--- src/rtl/mon_mem_responder.sv ---
// Monitor-side memory responder: serves level read/write requests on a 1-cycle SRAM port.
// Access 1+WAIT_CYC cycles after acceptance, deferred while mem_busy; write_finish +1, read_valid +2.
module mon_mem_responder #(
  parameter int AWIDTH   = 12,
  parameter int WAIT_CYC = 0
) (
  input  logic              clk,
  input  logic              rst_n,
  input  logic              u_read_req,
  input  logic              u_read_w,
  input  logic [31:0]       u_read_adr,
  output logic              read_valid,
  output logic [31:0]       read_data,
  input  logic              u_write_req,
  input  logic              u_write_w,
  input  logic [31:0]       u_write_adr,
  input  logic [31:0]       u_write_data,
  output logic              write_finish,
  input  logic              mem_busy,
  output logic              mem_en,
  output logic              mem_we,
  output logic [3:0]        mem_be,
  output logic [AWIDTH-1:0] mem_adr,
  output logic [31:0]       mem_wdata,
  input  logic [31:0]       mem_rdata,
  output logic              adr_err
);

  typedef enum logic [2:0] {IDLE, WAIT, ACCESS, CAPTURE, DONE} state_t;

  state_t      state;
  logic [3:0]  wait_cnt;
  logic        op_wr;
  logic        op_word;
  logic [31:0] op_adr;
  logic [31:0] op_data;
  logic        range_err;
  logic        go;
  logic [7:0]  sel_byte;

  assign range_err = |op_adr[31:AWIDTH+2];
  // The access slot is consumed once the CPU releases the memory, even when the
  // address is out of range, so error and normal handshakes share one timeline.
  assign go        = (state == ACCESS) && !mem_busy;
  assign mem_en    = go && !range_err;
  assign mem_we    = mem_en && op_wr;
  assign mem_be    = mem_en ? (op_word ? 4'hF : (4'b0001 << op_adr[1:0])) : 4'h0;
  assign mem_adr   = mem_en ? op_adr[AWIDTH+1:2] : '0;
  assign mem_wdata = mem_we ? (op_word ? op_data : {4{op_data[7:0]}}) : '0;
  assign adr_err   = go && range_err;

  always_comb begin
    sel_byte = mem_rdata[7:0];
    case (op_adr[1:0])
      2'd0: sel_byte = mem_rdata[7:0];
      2'd1: sel_byte = mem_rdata[15:8];
      2'd2: sel_byte = mem_rdata[23:16];
      2'd3: sel_byte = mem_rdata[31:24];
      default: sel_byte = mem_rdata[7:0];
    endcase
  end

  always_ff @(posedge clk or negedge rst_n) begin
    if (!rst_n) begin
      state        <= IDLE;
      wait_cnt     <= 4'd0;
      op_wr        <= 1'b0;
      op_word      <= 1'b0;
      op_adr       <= 32'd0;
      op_data      <= 32'd0;
      write_finish <= 1'b0;
      read_valid   <= 1'b0;
      read_data    <= 32'd0;
    end else begin
      write_finish <= 1'b0;
      read_valid   <= 1'b0;
      case (state)
        IDLE: begin
          // Write has priority; a concurrent read stays pending on its level.
          if (u_write_req || u_read_req) begin
            op_wr    <= u_write_req;
            op_word  <= u_write_req ? u_write_w : u_read_w;
            op_adr   <= u_write_req ? u_write_adr : u_read_adr;
            op_data  <= u_write_data;
            wait_cnt <= 4'(WAIT_CYC);
            state    <= (WAIT_CYC == 0) ? ACCESS : WAIT;
          end
        end
        WAIT: begin
          wait_cnt <= wait_cnt - 4'd1;
          if (wait_cnt == 4'd1) state <= ACCESS;
        end
        ACCESS: begin
          if (!mem_busy) begin
            if (op_wr) begin
              write_finish <= 1'b1;
              state        <= DONE;
            end else begin
              state <= CAPTURE;
            end
          end
        end
        CAPTURE: begin
          read_valid <= 1'b1;
          read_data  <= range_err ? 32'd0 : (op_word ? mem_rdata : {24'd0, sel_byte});
          state      <= DONE;
        end
        DONE: begin
          // Wait for the serviced level to fall so it is never taken twice.
          if (!(op_wr ? u_write_req : u_read_req)) state <= IDLE;
        end
        default: state <= IDLE;
      endcase
    end
  end

endmodule

--- config.mk ---
export PLATFORM = sky130hd
export DESIGN_NAME = mon_mem_responder
export DESIGN_NICKNAME = d
export VERILOG_FILES = /design/src/rtl/mon_mem_responder.sv
export SDC_FILE = /design/constraint.sdc
export NUM_CORES = 1
export LEC_CHECK = 0
export CAP_MARGIN = 20
export CORE_MARGIN = 5
export CORE_UTILIZATION = 46
export CTS_CLUSTER_DIAMETER = 80
export CTS_CLUSTER_SIZE = 8
export DETAILED_ROUTE_END_ITERATION = 8
export GPL_TIMING_DRIVEN = 0
export PLACE_DENSITY = 0.87
export SLEW_MARGIN = 20
export SYNTH_ARGS = -nofsm -noshare
export SYNTH_HDL_FRONTEND = slang
export SYNTH_SLANG_ARGS = --single-unit
--- constraint.sdc ---
create_clock -name clk -period 2.28 [get_ports clk]
set_input_delay 0.228 -clock clk [delete_from_list [all_inputs] [get_ports clk]]
set_output_delay 0.228 -clock clk [all_outputs]
set_load 0.01 [all_outputs]
==> results of run 1 <==
==> metal layers <==
metal / up-vias / GRT usage [%] / routed length, um / share of wire [%]
met4: 0 / 11.8 / 699 / 4.0
met1: 2509 / 31.8 / 6820 / 39
li1: 2453 / - / - / -
met3: 47 / 3.55 / 1260 / 7.3
met2: 267 / 42.7 / 8610 / 50
met5: - / 0 / 0 / 0
==> layout make-up <==
type	count	area (sq um)
Multi-Input combinational cell	445	2500
Tap cell	140	175
Sequential cell	107	2680
Inverter	6	27.5
Timing Repair inverter	1	7.51
Buffer	32	169
Clock buffer	10	229
Fill cell	773	2820
Clock inverter	6	80.1
Timing Repair Buffer	236	2250
==> metrics by stage <==
stage / power (mW) / setup WS, ps
after floorplan: 5.42 / 544
after global placement: 6.86 / -2840
after detailed placement: 7.07 / -384
after CTS: 8.78 / -22.7
after global routing: 9.53 / -153
final: 8.94 / -91.5
==> state kept, by name (all words and copies together), names as in the netlist <==
name and flops:
op_adr 32, op_data 32, op_word 1, op_wr 1, read_data 32, read_valid 1
state 3, wait_cnt 4, write_finish 1
==> placed cells by master, fill, tap and decap left out, types with 10 or more instances in the layout <==
cell / synthesis / final
mux2i_1: 43 / 43
o21ai_1: 69 / 69
dfrtp_1: 107 / 107
clkdlybuf4s50_1: 0 / 168
a21oi_2: 0 / 20
and2_4: 0 / 14
buf_6: 3 / 28
nand2_1: 222 / 221
clkbuf_16: 0 / 10
clkbuf_1: 21 / 14
buf_2: 9 / 34
==> critical path, cell delays in order (launching register included) <==
cell and delay (ps):
dfrtp_1 420, nor4_4 350, nand4_1 240, buf_4 210, buf_6 120, nor4_2 260, buf_2 200
==> cell families after synthesis <==
| family | after synthesis | share of synthesized area [%] |
|---|---|---|
| AO/OA/AOI/OAI | 114 | 12.0 |
| XOR/XNOR | 1 | 0.169 |
| adder cells (fa/ha/maj) | 2 | 0.484 |
| buffers and inverters | 42 | 3.70 |
| flip-flops | 107 | 51.8 |
| multiplexers | 43 | 8.33 |
| AND/OR/NAND/NOR | 285 | 23.5 |
==> path summary, 6_finish.rpt <==
path / startpoint / to / slack (ps) / cells after the start
setup / recovery: op_adr[16]$_DFFE_PN0P_ / mem_be[3] / -90 / 6
hold / removal: rst_n / op_data[12]$_DFFE_PN0P_ / 400 / 2
setup reg to reg: op_adr[16]$_DFFE_PN0P_ / read_data[29]$_DFFE_PN0N_ / 150 / 7
hold reg to reg: op_data[17]$_DFFE_PN0P_ / op_data[17]$_DFFE_PN0P_ / 480 / 2
max in group asynchronous: rst_n / op_adr[7]$_DFFE_PN0P_ / 1250 / 3
min in group clk: u_write_data[31] / op_data[31]$_DFFE_PN0P_ / 410 / 3
==> power breakdown <==
group	internal (mW)	switching [mW]
combinational	1.66	2.16
sequential	2.82	0.655
clock	0.956	0.684
total	5.44	3.50
==> repair_timing <==
item / in CTS / in global routing
hold buffers: 1 / 0
gates cloned: 1 / 1
setup endpoints to repair: 50 / 50
hold endpoints to repair: 52 / 0
gates resized for setup: 186 / 105
pin swaps: 4 / 11
setup buffers: 11 / 3
==> metrics.cfg, run 1 <==
[status]
outcome = finished with violations
violations = setup timing

[setup_path]
critPathLaunchType = register
arrival_ps = 2140
worst-setup-path-type = reg -> out
crit_path_end_kind = output port
path_max_fanout = 3
cp.required_ps = 2050

[logic_synthesis]
yosysTopAreaCell = dfrtp_1
ys_seq_elements = 107
synthesis.area_sq_um = 5170
synth.top_cells.by_area = dfrtp_1 (52%), nand2_1 (16%), mux2i_1 (8.3%)
ys.flop_type = dfrtp_1
yosysTopAreaCellShare_pct = 51.8
synth_seq_area_share_pct = 51.8
synthTopCellsByCount = nand2_1 (222), dfrtp_1 (107), o21ai_1 (69), mux2i_1 (43), a21oi_1 (26)
synth_edf_count = 0
synth_most_common_cell = nand2_1
synth_nets = 731
syn_avg_cell_area_sq_um = 8.70
yosys_warnings = 0
synthDistinctLibCells = 37
syn_inst = 594
synthArstFlopShare_pct = 100

[floorplanning]
die_x_um = 116
rows = 38
die-area_sq_um = 13500
initial_utilization_pct = 47.3
fp.dieH_um = 116
coreArea_sq_um = 10900
ios = 220

[detailed_routing]
ant_nets = 0
dr.pass1.iters = 5
drt_iter0_markers = 495
drt-total-wl_um = 17400
avgViaCountPerCell = 5.37
via_count = 5276
drc_errors = 0
routedWlPerCell_um = 17.7

[layout]
drive_gt1_share_pct = 17.4
areaGrowthSynthToFinish_pct = 57.0
layoutNonFillerInstCount = 983
final_area_sq_um = 8120
utilization_pct = 74.2
fin_nets = 975
antennaDiodeCount = 0

[clocking]
cts-root-buf = clkbuf_16
cts_tree = yes
numCtsBuffers = 9
clk_pin_slew_ps = 70
cts.sinks = 107
htree_levels = 3
clk_latency_ps = 340
cts_buffer_depth = 2

[flow_run]
maxCapViolCount = 0

[sta]
finalWorstSetupSlack_ps = -91.5
rsz0062_at_grt = true
fmax_ghz = 0.422
setup_tns_ps = -683
worstMarginPinSlew_ps = 936
clock_skew_ps = 8.64
final_max_slew_viol_count = 0
slew_headroom_pct = 37.4
fin_crit_ps = 2370
final-hold-violation-count = 0
finalCritPeriodShare_pct = 104
setup_viol = 28
hold_slack_ps = 398

[placement]
dp_cells = 954
gp_congestion = 0.896
dp_hpwl_um = 12900
place_area_sq_um = 7570
io_buffers = 219

[grt]
grt_overflow = 0
track_usage_pct = 25.2
grt_pass1_vias = 5310
grt_pass1_wl_um = 26400
antenna_found_initial = 0
grt_max_degree = 56

[power_and_ir_drop]
p_per_area_nw_per_um2 = 1100
ir_drop_v = 0.000544
power.leakage_nw = 3.77

[worst_hold_path]
worstHoldPathType = in -> async

Power figures use the tool's default switching activity.
==> run 2: changes to the inputs <==
--- a/config.mk
+++ b/config.mk
@@ -13,6 +13,7 @@
 export DETAILED_ROUTE_END_ITERATION = 8
 export GPL_TIMING_DRIVEN = 0
 export PLACE_DENSITY = 0.87
+export SKIP_LAST_GASP = 1
 export SLEW_MARGIN = 20
 export SYNTH_ARGS = -nofsm -noshare
 export SYNTH_HDL_FRONTEND = slang
==> run 2 against run 1 <==
Against the previous run: the flow still finishes with violations (setup timing); design area about the same; routed wire length increased by 0.43%; global-route usage decreased by 0.15 points; sequential share of layout area about the same; final cell count decreased by 0.10%; clock skew increased by 0.72 ps; count of clock-buffer cells in the layout unchanged; fmax increased by 0.42%; setup slack improved by 10 ps; worst hold slack got worse by 7.2 ps.
==> metrics.cfg, run 2 (synthesis results as in run 1) <==
[power_and_ir_drop]
power.leakage_nw = 3.78  ; +0.32%
p_per_area_nw_per_um2 = 1110  ; +0.49%
ir_drop_v = 0.000543  ; -0.34%
fin_total_pwr_mw = 8.97  ; +0.39%

[status]
outcome = finished with violations
violations = setup timing

[clocking]
numCtsBuffers = 9  ; unchanged
htree_levels = 3  ; unchanged
clk_pin_slew_ps = 70  ; about the same
cts_tree = yes
cts.sinks = 107  ; unchanged
cts_buffer_depth = 2  ; unchanged
clk_latency_ps = 340  ; about the same
cts-root-buf = clkbuf_16

[worst_hold_path]
worstHoldPathType = in -> async

[setup_path]
crit_start = op_adr[16]$_DFFE_PN0P_
critPathLaunchType = register
worst-setup-path-type = reg -> out
arrival_ps = 2130  ; about the same
path_max_fanout = 7  ; +4
crit_path_end = mem_we
path_delay_family = simple AND/OR/NAND/NOR gates
critical_path.cell_chain = nor4_4, and4_4, nand3_4, clkinvlp_4, buf_4, dlygate4sd2_1
r2r-start = op_adr[16]$_DFFE_PN0P_
cp.required_ps = 2050  ; about the same
slowest_stage = dfrtp_1
slowest_delay_ps = 420  ; about the same
worstReg2RegEnd = read_data[29]$_DFFE_PN0N_
rrSetupSlack_ps = 280  ; +130 ps
reg2reg_depth = 6  ; -1
crit_path_end_kind = output port
crit_buf_inv = 3  ; unchanged
crit_cells = 6  ; unchanged

[layout]
antennaDiodeCount = 0  ; unchanged
fin_nets = 974  ; -0.10%
fillers = 782  ; +1.2%
reg_top3 = op_adr x32, op_data x32, read_data x32
drive_gt1_share_pct = 16.9  ; -0.57 points
areaGrowthSynthToFinish_pct = 56.8  ; about the same
final_common_cell = nand2_1
final_area_sq_um = 8110  ; about the same
final_cell_mix = nand2_1 (221), clkdlybuf4s50_1 (167), dfrtp_1 (107)

[floorplanning]
fp.dieH_um = 116  ; unchanged
coreArea_sq_um = 10900  ; unchanged
initial_utilization_pct = 47.3  ; unchanged
die-area_sq_um = 13500  ; unchanged
die_x_um = 116  ; unchanged
ios = 220  ; unchanged
rows = 38  ; unchanged

[detailed_routing]
dr.pass1.iters = 5  ; unchanged
drt_iter0_markers = 517  ; +4.4%
ant_nets = 0  ; unchanged
via_count = 5286  ; +0.19%
routedWlPerCell_um = 17.8  ; +0.53%
drc_errors = 0  ; unchanged
drt-total-wl_um = 17500  ; +0.43%
avgViaCountPerCell = 5.38  ; +0.29%

[flow_run]
maxCapViolCount = 0  ; unchanged

[placement]
dp_hpwl_um = 12900  ; unchanged
io_buffers = 219  ; unchanged
gp_congestion = 0.896  ; unchanged
place_area_sq_um = 7570  ; unchanged

[sta]
clock_skew_ps = 9.36  ; +0.722 ps
slew_headroom_pct = 38.9  ; +1.5 points
worstMarginPinSlew_ps = 914  ; -22.5 ps
fmax_ghz = 0.423  ; +0.42%
setup_viol = 31  ; +11%
rsz0062_at_grt = true
final_max_slew_viol_count = 0  ; unchanged
finalWorstSetupSlack_ps = -81.5  ; +10.0 ps
finalCritPeriodShare_pct = 104  ; -0.44 points
fin_crit_ps = 2360  ; -10.0 ps
final-hold-violation-count = 0  ; unchanged

[grt]
grt_max_degree = 56  ; unchanged
grt_pass1_vias = 5309  ; -0.019%
grt_overflow = 0  ; unchanged
track_usage_pct = 25.0  ; -0.15 points
antenna_found_initial = 0  ; unchanged
grt_pass1_wl_um = 26300  ; -0.47%

[run 2: report_power, final]
group	total [mW]	switching [mW]	leakage, nW	internal (mW)
clock network	1.65	0.689	0.156	0.956
logic	3.85	2.18	2.25	1.66
registers	3.48	0.661	1.37	2.82
total	8.97	3.53	3.78	5.44
[run 2: timing repair]
item                                    CTS  global route
hold endpoints to repair                 52             0
pin swaps                                 4            10
endpoints found under the setup margin   50            50
hold buffers                              1             0
setup buffers                            11             3
cloned                                    1             1
gates resized for setup                 129           156
[run 2: worst min-delay path by stage]
stage | startpoint | endpoint | slack [ps] | depth (start not counted)
final | rst_n | op_data[12]$_DFFE_PN0P_ | 390 | 2
after floorplan | rst_n | op_adr[0]$_DFFE_PN0P_ | -70 | 0
after global routing | u_write_data[0] | op_data[0]$_DFFE_PN0P_ | 420 | 3
after global placement | op_data[10]$_DFFE_PN0P_ | op_data[10]$_DFFE_PN0P_ | 460 | 2
after detailed placement | rst_n | op_data[12]$_DFFE_PN0P_ | 210 | 1
after CTS | rst_n | op_data[12]$_DFFE_PN0P_ | 410 | 2
[run 2: per-layer routing]
metal / global-route usage [%] / routed length (um) / vias to the layer above
li1: - / - / 2456
met3: 3.55 / 1380 / 55
met1: 31.7 / 6650 / 2499
met2: 42.6 / 8690 / 276
met4: 11.4 / 735 / 0
met5: 0 / 0 / -
[run 2: metrics by stage]
stage / setup TNS, ps / hold WS, ps / instances / worst slack (ps) / utilization [%]
finish: -714 / 391 / 982 / -81.5 / 74.2
global placement: -313510 / 458 / 953 / -2840 / 68.9
CTS: -1590 / 407 / 983 / -197 / 72.7
global route: -3560 / 418 / 982 / -145 / 74.2
floorplan: 0 / -67.6 / 594 / 544 / -
detailed placement: -11490 / 205 / 954 / -384 / 69.2
[run 2: final cells by class]
| cell class | count | area, sq um | share of cell area, % |
|---|---|---|---|
| Tap cell | 140 | 175 | 2.16 |
| Clock inverter | 6 | 80.1 | 0.988 |
| Inverter | 6 | 27.5 | 0.339 |
| Clock buffer | 10 | 229 | 2.82 |
| Buffer | 32 | 169 | 2.08 |
| Timing Repair inverter | 1 | 7.51 | 0.0926 |
| Sequential cell | 107 | 2680 | 33.0 |
| Multi-Input combinational cell | 445 | 2510 | 31.0 |
| Timing Repair Buffer | 235 | 2230 | 27.5 |
==> patch 1, RTL diff (settings of run 1) <==
`AWIDTH`: 12 -> 10.
--- a/src/rtl/mon_mem_responder.sv
+++ b/src/rtl/mon_mem_responder.sv
@@ -2,5 +2,5 @@
 // Access 1+WAIT_CYC cycles after acceptance, deferred while mem_busy; write_finish +1, read_valid +2.
 module mon_mem_responder #(
-  parameter int AWIDTH   = 12,
+  parameter int AWIDTH   = 10,
   parameter int WAIT_CYC = 0
 ) (
Interface: changed (resized mem_adr); port bits go from 220 to 218. The function was not compared with the original's and may differ.
==> patch 1 against run 1 <==
  * The run still ends with negative setup slack left
  * Design area shrank 1.1%
  * Setup slack lost 74 ps
  * Largest cell class unchanged
  * Register-to-register slack gained 30 ps
  * Wire length grew 0.25%
  * Non-clock buffer count grew 5
  * Area after synthesis shrank 1.7%
  * Sequential power shrank 10%
  * Cell count shrank 4.5%
  * Die area shrank 1.6%
  * Sequential cell count is the same
  * Power shrank 17%
  * Clock skew is essentially flat
  * Via count shrank 2.9%
  * Worst hold slack lost 86 ps
==> patch 1: results (changes against run 1) <==
The buffers inserted during post-CTS setup optimization is 15 (+4). The detailed-route wire length per cell is 18.56 µm (+5.0%). The post-cts hold buffer count is 1 (unchanged).

The HPWL after detailed placement came out at 12,620 µm (-1.8%). The violation count after the first detailed-route iteration came out at 402 (-19%). The critical path ends at mem_wdata[24]. In this run the worst setup path begins at state[0]. The post-synthesis net count came out at 678 (-7.3%). The clock-pin transition on the worst setup and hold timing paths is 100 ps (+30 ps). The clock insertion delay at the later pin of the skew report is 370 ps (+30 ps). The number of standard cells in the layout, taps in and fillers out is 939 (-4.5%). The count of input and output buffers is 217 (-0.91%). Ranked by instance count, the synthesized netlist is headed by nand2_1 (182), dfrtp_1 (107), o21ai_0 (46). The weighted congestion reported at the end of routability-driven placement is 0.8756 (-2.3%).

The average size of a mapped cell came out at 9.392 µm² (+7.9%). The first-pass GRT wire length came to 26,450 µm (about the same). The family of cells with the greatest summed delay on the critical path is simple AND/OR/NAND/NOR gates. In the post-synthesis netlist, the biggest area contributors are dfrtp_1 (53%), nand2_1 (13%), mux2i_1 (8.5%), o21ai_0 (4.5%), a22o_1 (4.3%). The final reports fail on negative setup slack. The number of antenna violations at the first check in global routing came to 0 (unchanged). The worst-margin pin slew was 739.5 ps (-196.5 ps). The flow ran to the end, but the final reports show violations. The standby leakage power came out at 3.773 nW (+0.16%). The switching part of the total power is 40.40% (+1.3 points). The data arrival at the endpoint of the critical path came out at 2220 ps (+80 ps). The number of nets in the layout came out at 931 (-4.5%). The maximum cell stage delay along the critical path is 590 ps (+170 ps).

The maximum number of pins on one net before global-route repair is 71 (+27%). In this run the critical register-to-register path is captured at read_data[20]. The number of fill cells is 763 (-1.3%). The largest clock skew in the final design was 8.557 ps (-0.07832 ps).

The worst setup slack for register-to-register paths came to 180 ps (+30 ps). The critical register-to-register path startpoint is state[2]. The largest fanout on the critical path is 5 (+2).

The via count of the first global-routing pass is 5,410 (+1.9%). The combined global-route utilization of all metal layers came out at 25.33% (+0.16 points). The share of layout cells above drive strength 1 came to 18.90% (+1.5 points).

The maximum VDD drop came out at 0.5485 mV (+0.75%). The worst-case setup slack after placement is -392.9 ps (-8.913 ps). The final worst slack is -165.6 ps (-74.04 ps). The post-placement cell count came out at 899 (-5.8%). The via total after detailed routing is 5,123 (-2.9%).

The proportion of synthesized chip area in sequential cells was 52.70% (+0.91 points). The number of synthesis warnings came out at 0 (unchanged). The post-cts sizing count is 252 (+35%). Among all stages on the critical path, the largest delay is contributed by or4b_4. The number of endpoints failing setup at the final stage is 38 (+36%).

The root buffer cell chosen for the clock tree is clkbuf_8.
[patch 1: cell count changes after synthesis, moves of 3 or more]
cell and delta:
o21ai_1 -68, o21ai_0 +44, nand2_1 -40, a22o_1 +24
nand2b_1 -9, buf_2 -6, nor2_1 -4, nor4_1 +3
[patch 1: final cells by class]
type,count,share of cell area (%)
Clock buffer,12,1.683
Tap cell,140,2.182
Buffer,28,1.465
Timing Repair Buffer,245,29.57
Timing Repair inverter,1,0.09352
Clock inverter,4,0.9196
Inverter,8,0.4676
Sequential cell,107,33.39
Multi-Input combinational cell,394,30.24
[patch 1: logic make-up (layout without fill, tap and decap cells)]
kind of cell               Yosys count  after routing  share of synthesized area [%]
adders and majority gates            2              2                         0.4924
and+or+nand+nor                    234            234                          20.51
buffers and inverters               40            298                          3.693
AOI/OAI and AO/OA                  114            114                          13.96
muxes                               43             43                          8.471
DFF                                107            107                          52.70
xor gates and xnor gates             1              1                         0.1724
[patch 1: metal layers]
metal	vias to the layer above	wire, µm	GRT usage [%]	share of wire, %
li1	2345	-	-	-
met1	2476	6561	29.95	38
met2	246	9081	44.44	52
met3	56	1106	4.211	6.3
met4	0	682	12.75	3.9
met5	-	0	0	0
[patch 1: per-stage QoR]
step,power (mW),util (%),cell area (µm²),TNS (ps),hold slack (ps)
after floorplan,4.709,-,5081,0,-67.59
after global placement,5.653,68.52,7428,-317580,459.1
after detailed placement,5.830,68.79,7457,-15020,153.6
after CTS,7.215,72.24,7831,-4219,324.9
after global routing,7.891,74.05,8028,-6910,342.1
final,7.408,74.05,8028,-4463,311.8
[patch 1: power groups by stage]
stage               sequential (mW)  clock (mW)  combinational [mW]
detailed placement             3.06           0                2.77
global placement               3.03           0                2.63
CTS                            3.06        1.25                2.90
finish                         3.12        1.26                3.03
floorplan                      2.98           0                1.72
global route                   3.19        1.32                3.37
==> patch 2, RTL diff (config.mk and constraints of run 1) <==
Made on the original files. Register the input `u_read_adr` before use, with the module's reset. The logic sees it one clock later. The other inputs are not delayed to match.
--- a/src/rtl/mon_mem_responder.sv
+++ b/src/rtl/mon_mem_responder.sv
@@ -28,4 +28,14 @@
 
   typedef enum logic [2:0] {IDLE, WAIT, ACCESS, CAPTURE, DONE} state_t;
+
+  logic [31:0] u_read_adr_q;
+
+  always_ff @(posedge clk or negedge rst_n) begin
+    if (!rst_n) begin
+      u_read_adr_q <= '0;
+    end else begin
+      u_read_adr_q <= u_read_adr;
+    end
+  end
 
   state_t      state;
@@ -81,5 +91,5 @@
             op_wr    <= u_write_req;
             op_word  <= u_write_req ? u_write_w : u_read_w;
-            op_adr   <= u_write_req ? u_write_adr : u_read_adr;
+            op_adr   <= u_write_req ? u_write_adr : u_read_adr_q;
             op_data  <= u_write_data;
             wait_cnt <= 4'(WAIT_CYC);
Formal check against the unedited RTL: not equivalent (a bounded check fails within 4 cycles, from zero or initial values and one cycle with rst_n low).
==> patch 2 against run 1 <==
  * The run still ends with negative setup slack left
  * Setup slack got worse by 21 ps
  * Clock skew about the same
  * Design area increased by 19%
  * Fmax decreased by 0.88%
  * Area after synthesis increased by 19%
  * Power increased by 25%
  * Wire length increased by 12%
  * Utilization decreased by 1.2 points
  * Die area increased by 17%
  * Sequential cell count increased by 32
  * Critical path type unchanged
  * Highest routed layer unchanged
==> patch 2: results (changes against run 1) <==
The run finished, with violations left. The checks that failed: negative setup slack. The combined global-route utilization of all metal layers came out at 24.02% (-1.2 points).

The post-synthesis net count is 703 (-3.8%). The via count of the first global-routing pass came to 5,675 (+6.9%). The maximum number of buffers from clock root to sink was 2 (unchanged). The worst slew margin relative to its limit came out at 46.03% (+8.7 points). The startpoint identified for the worst register-to-register timing path is state[1]. The clock-pin transition on the worst setup and hold timing paths came out at about 60 ps. The weighted congestion reported at the end of routability-driven placement is 0.8752 (-2.4%). The worst register-to-register path ends at op_data[24]. The critical path starts at op_adr[29]. The cell depth of the worst flop-to-flop path came out at 7 (unchanged).

By area the synthesized netlist is led by dfrtp_1 (57%), mux2i_1 (6.8%), nand2_1 (5.6%), mux2_2 (5.5%), a21oi_1 (5.3%). The overflow left after global routing is 0 (unchanged). The clock insertion delay at the later pin of the skew report was 410 ps (+70 ps). The data arrival at the endpoint of the critical path came out at 2160 ps (+20 ps). The final antenna diode count is 0 (unchanged). The share of async-settable or async-resettable flops after synthesis is 100.0% (unchanged). The number of H-tree levels is 4 (+1). The number of clock buffers inserted by TritonCTS came to 17 (+8). The maximum VDD drop came out at 0.5595 mV (+2.8%). The largest fanout on the critical path came out at 5 (+2). The standby leakage power is 4.310 nW (+14%). The number of endpoints failing setup at the final stage came out at 26 (-7.1%). The number of synthesis warnings is 0 (unchanged).

The hold violation count in the final report is 0 (unchanged). The largest clock skew in the final design came out at 8.586 ps (-0.04949 ps). The number of nets in the layout is 969 (-0.62%). The worst hold path belongs to the class primary input to register.

The final routed wirelength across all metal layers was 19,410 µm (+12%). Among all stages on the critical path, the largest delay is contributed by dfrtp_1. In this run the most critical hold path is launched from u_read_adr[12].

The total iterations of the first detailed-routing run came out at 6 (+1). The first-pass GRT wire length is 29,840 µm (+13%). The number of distinct library cells after synthesis is 41 (+11%). The critical path ends at mem_wdata[9]. The worst setup slack for register-to-register paths is 210 ps (+60 ps).

The count of input and output buffers is 218 (-0.46%). The number of vias per cell after detailed routing is 5.299 (-1.3%). The violation count after the first detailed-route iteration was 294 (-41%). The number of antenna violations at the first check in global routing is 0 (unchanged). The worst-case setup slack after placement came to -443.7 ps (-59.71 ps).

The share of layout cells above drive strength 1 came out at 28.99% (+12 points). The commonest cells after synthesis are dfrtp_1 (139), nand2_1 (92), a21oi_1 (65). The final worst slack is -112.6 ps (-21.05 ps). Among all flip-flop cells after synthesis, the most frequent one is dfrtp_1. The master cell of the clock root buffer is clkbuf_16. The maximum number of pins on one net before global-route repair came to 81 (+45%). The maximum cell stage delay along the critical path came out at 430 ps.

The proportion of synthesized chip area in sequential cells was 56.55% (+4.8 points). The HPWL after detailed placement came out at 13,720 µm (+6.8%).
[patch 2: cell count changes after synthesis, sizes merged, moves of 3 or more]
| cell | before | now |
|---|---|---|
| mux2 | 0 | 32 |
| nand2 | 222 | 92 |
| buf | 15 | 25 |
| dfrtp | 107 | 139 |
| inv | 6 | 9 |
| o21ai | 71 | 33 |
| nor2 | 9 | 42 |
| a21oi | 26 | 65 |
| clkbuf | 21 | 10 |
[patch 2: layout make-up]
class,instances,area (µm²)
plain buffers,33,210.2
well taps,176,220.2
repair inverters,1,7.507
flip-flops and latches,139,3481
clock inverters,6,107.6
inverters,9,36.28
fillers,870,3562
clock buffers,26,509.2
multi-input cells,383,2670
repair buffers,248,2386
[patch 2: critical path: cells and delay by family (launching register included)]
family | cells | cell delay (ps)
compound gates | 1 | 130
buf+inv | 3 | 480
flops | 1 | 430
simple gates | 3 | 700
[patch 2: per-stage QoR]
step	instances	instance area (µm²)	utilization [%]	total power, mW	TNS [ps]
2_1_floorplan	566	6151	-	6.253	0
3_3_place_gp	960	8553	64.85	7.696	-592770
3_5_place_dp	961	8586	65.09	7.924	-8723
4_1_cts	1015	9382	71.13	11.07	-1925
5_1_grt	1021	9628	72.99	11.80	-5950
6_report	1021	9628	72.99	11.18	-1678
[patch 2: where the power goes]
| group | internal [mW] | total, mW | leakage, nW | switching [mW] |
|---|---|---|---|---|
| logic | 2.05 | 4.18 | 2.34 | 2.13 |
| clock network | 1.86 | 2.84 | 0.301 | 0.977 |
| registers | 3.44 | 4.15 | 1.67 | 0.711 |
| total | 7.36 | 11.2 | 4.31 | 3.82 |
[patch 2: worst min-delay path by stage]
stage / cells after the start / end / slack, ps
2_1_floorplan: 0 / op_adr[0] / -70
3_3_place_gp: 2 / read_data[21] / 460
3_5_place_dp: 1 / op_data[31] / 190
4_1_cts: 1 / u_read_adr_q[2] / 230
5_1_grt: 1 / u_read_adr_q[2] / 230
6_report: 1 / u_read_adr_q[12] / 250
[patch 2: layer usage]
layer  GRT usage (%)  vias up  routed length [µm]
li1                -     2471                   -
met1           28.81     2612                7508
met2           39.84      270                9673
met3           7.240       57                1592
met4           11.22        0                 633
met5               0        -                   0
[patch 2: cells by family after synthesis]
family / after synthesis / synth area share (%)
simple gates: 191 / 14.54
flops: 139 / 56.55
compound gates: 114 / 11.86
mux: 74 / 12.69
buf+inv: 44 / 3.661
xor+xnor: 2 / 0.2848
fa+ha+maj: 2 / 0.4068
[patch 2: timing repair]
action,in CTS,in global routing
endpoints found under the hold margin,59,0
pin swaps,7,16
setup buffers,22,8
setup endpoints to repair,51,51
gates resized for setup,204,85
gates cloned,2,0
hold buffers,1,0
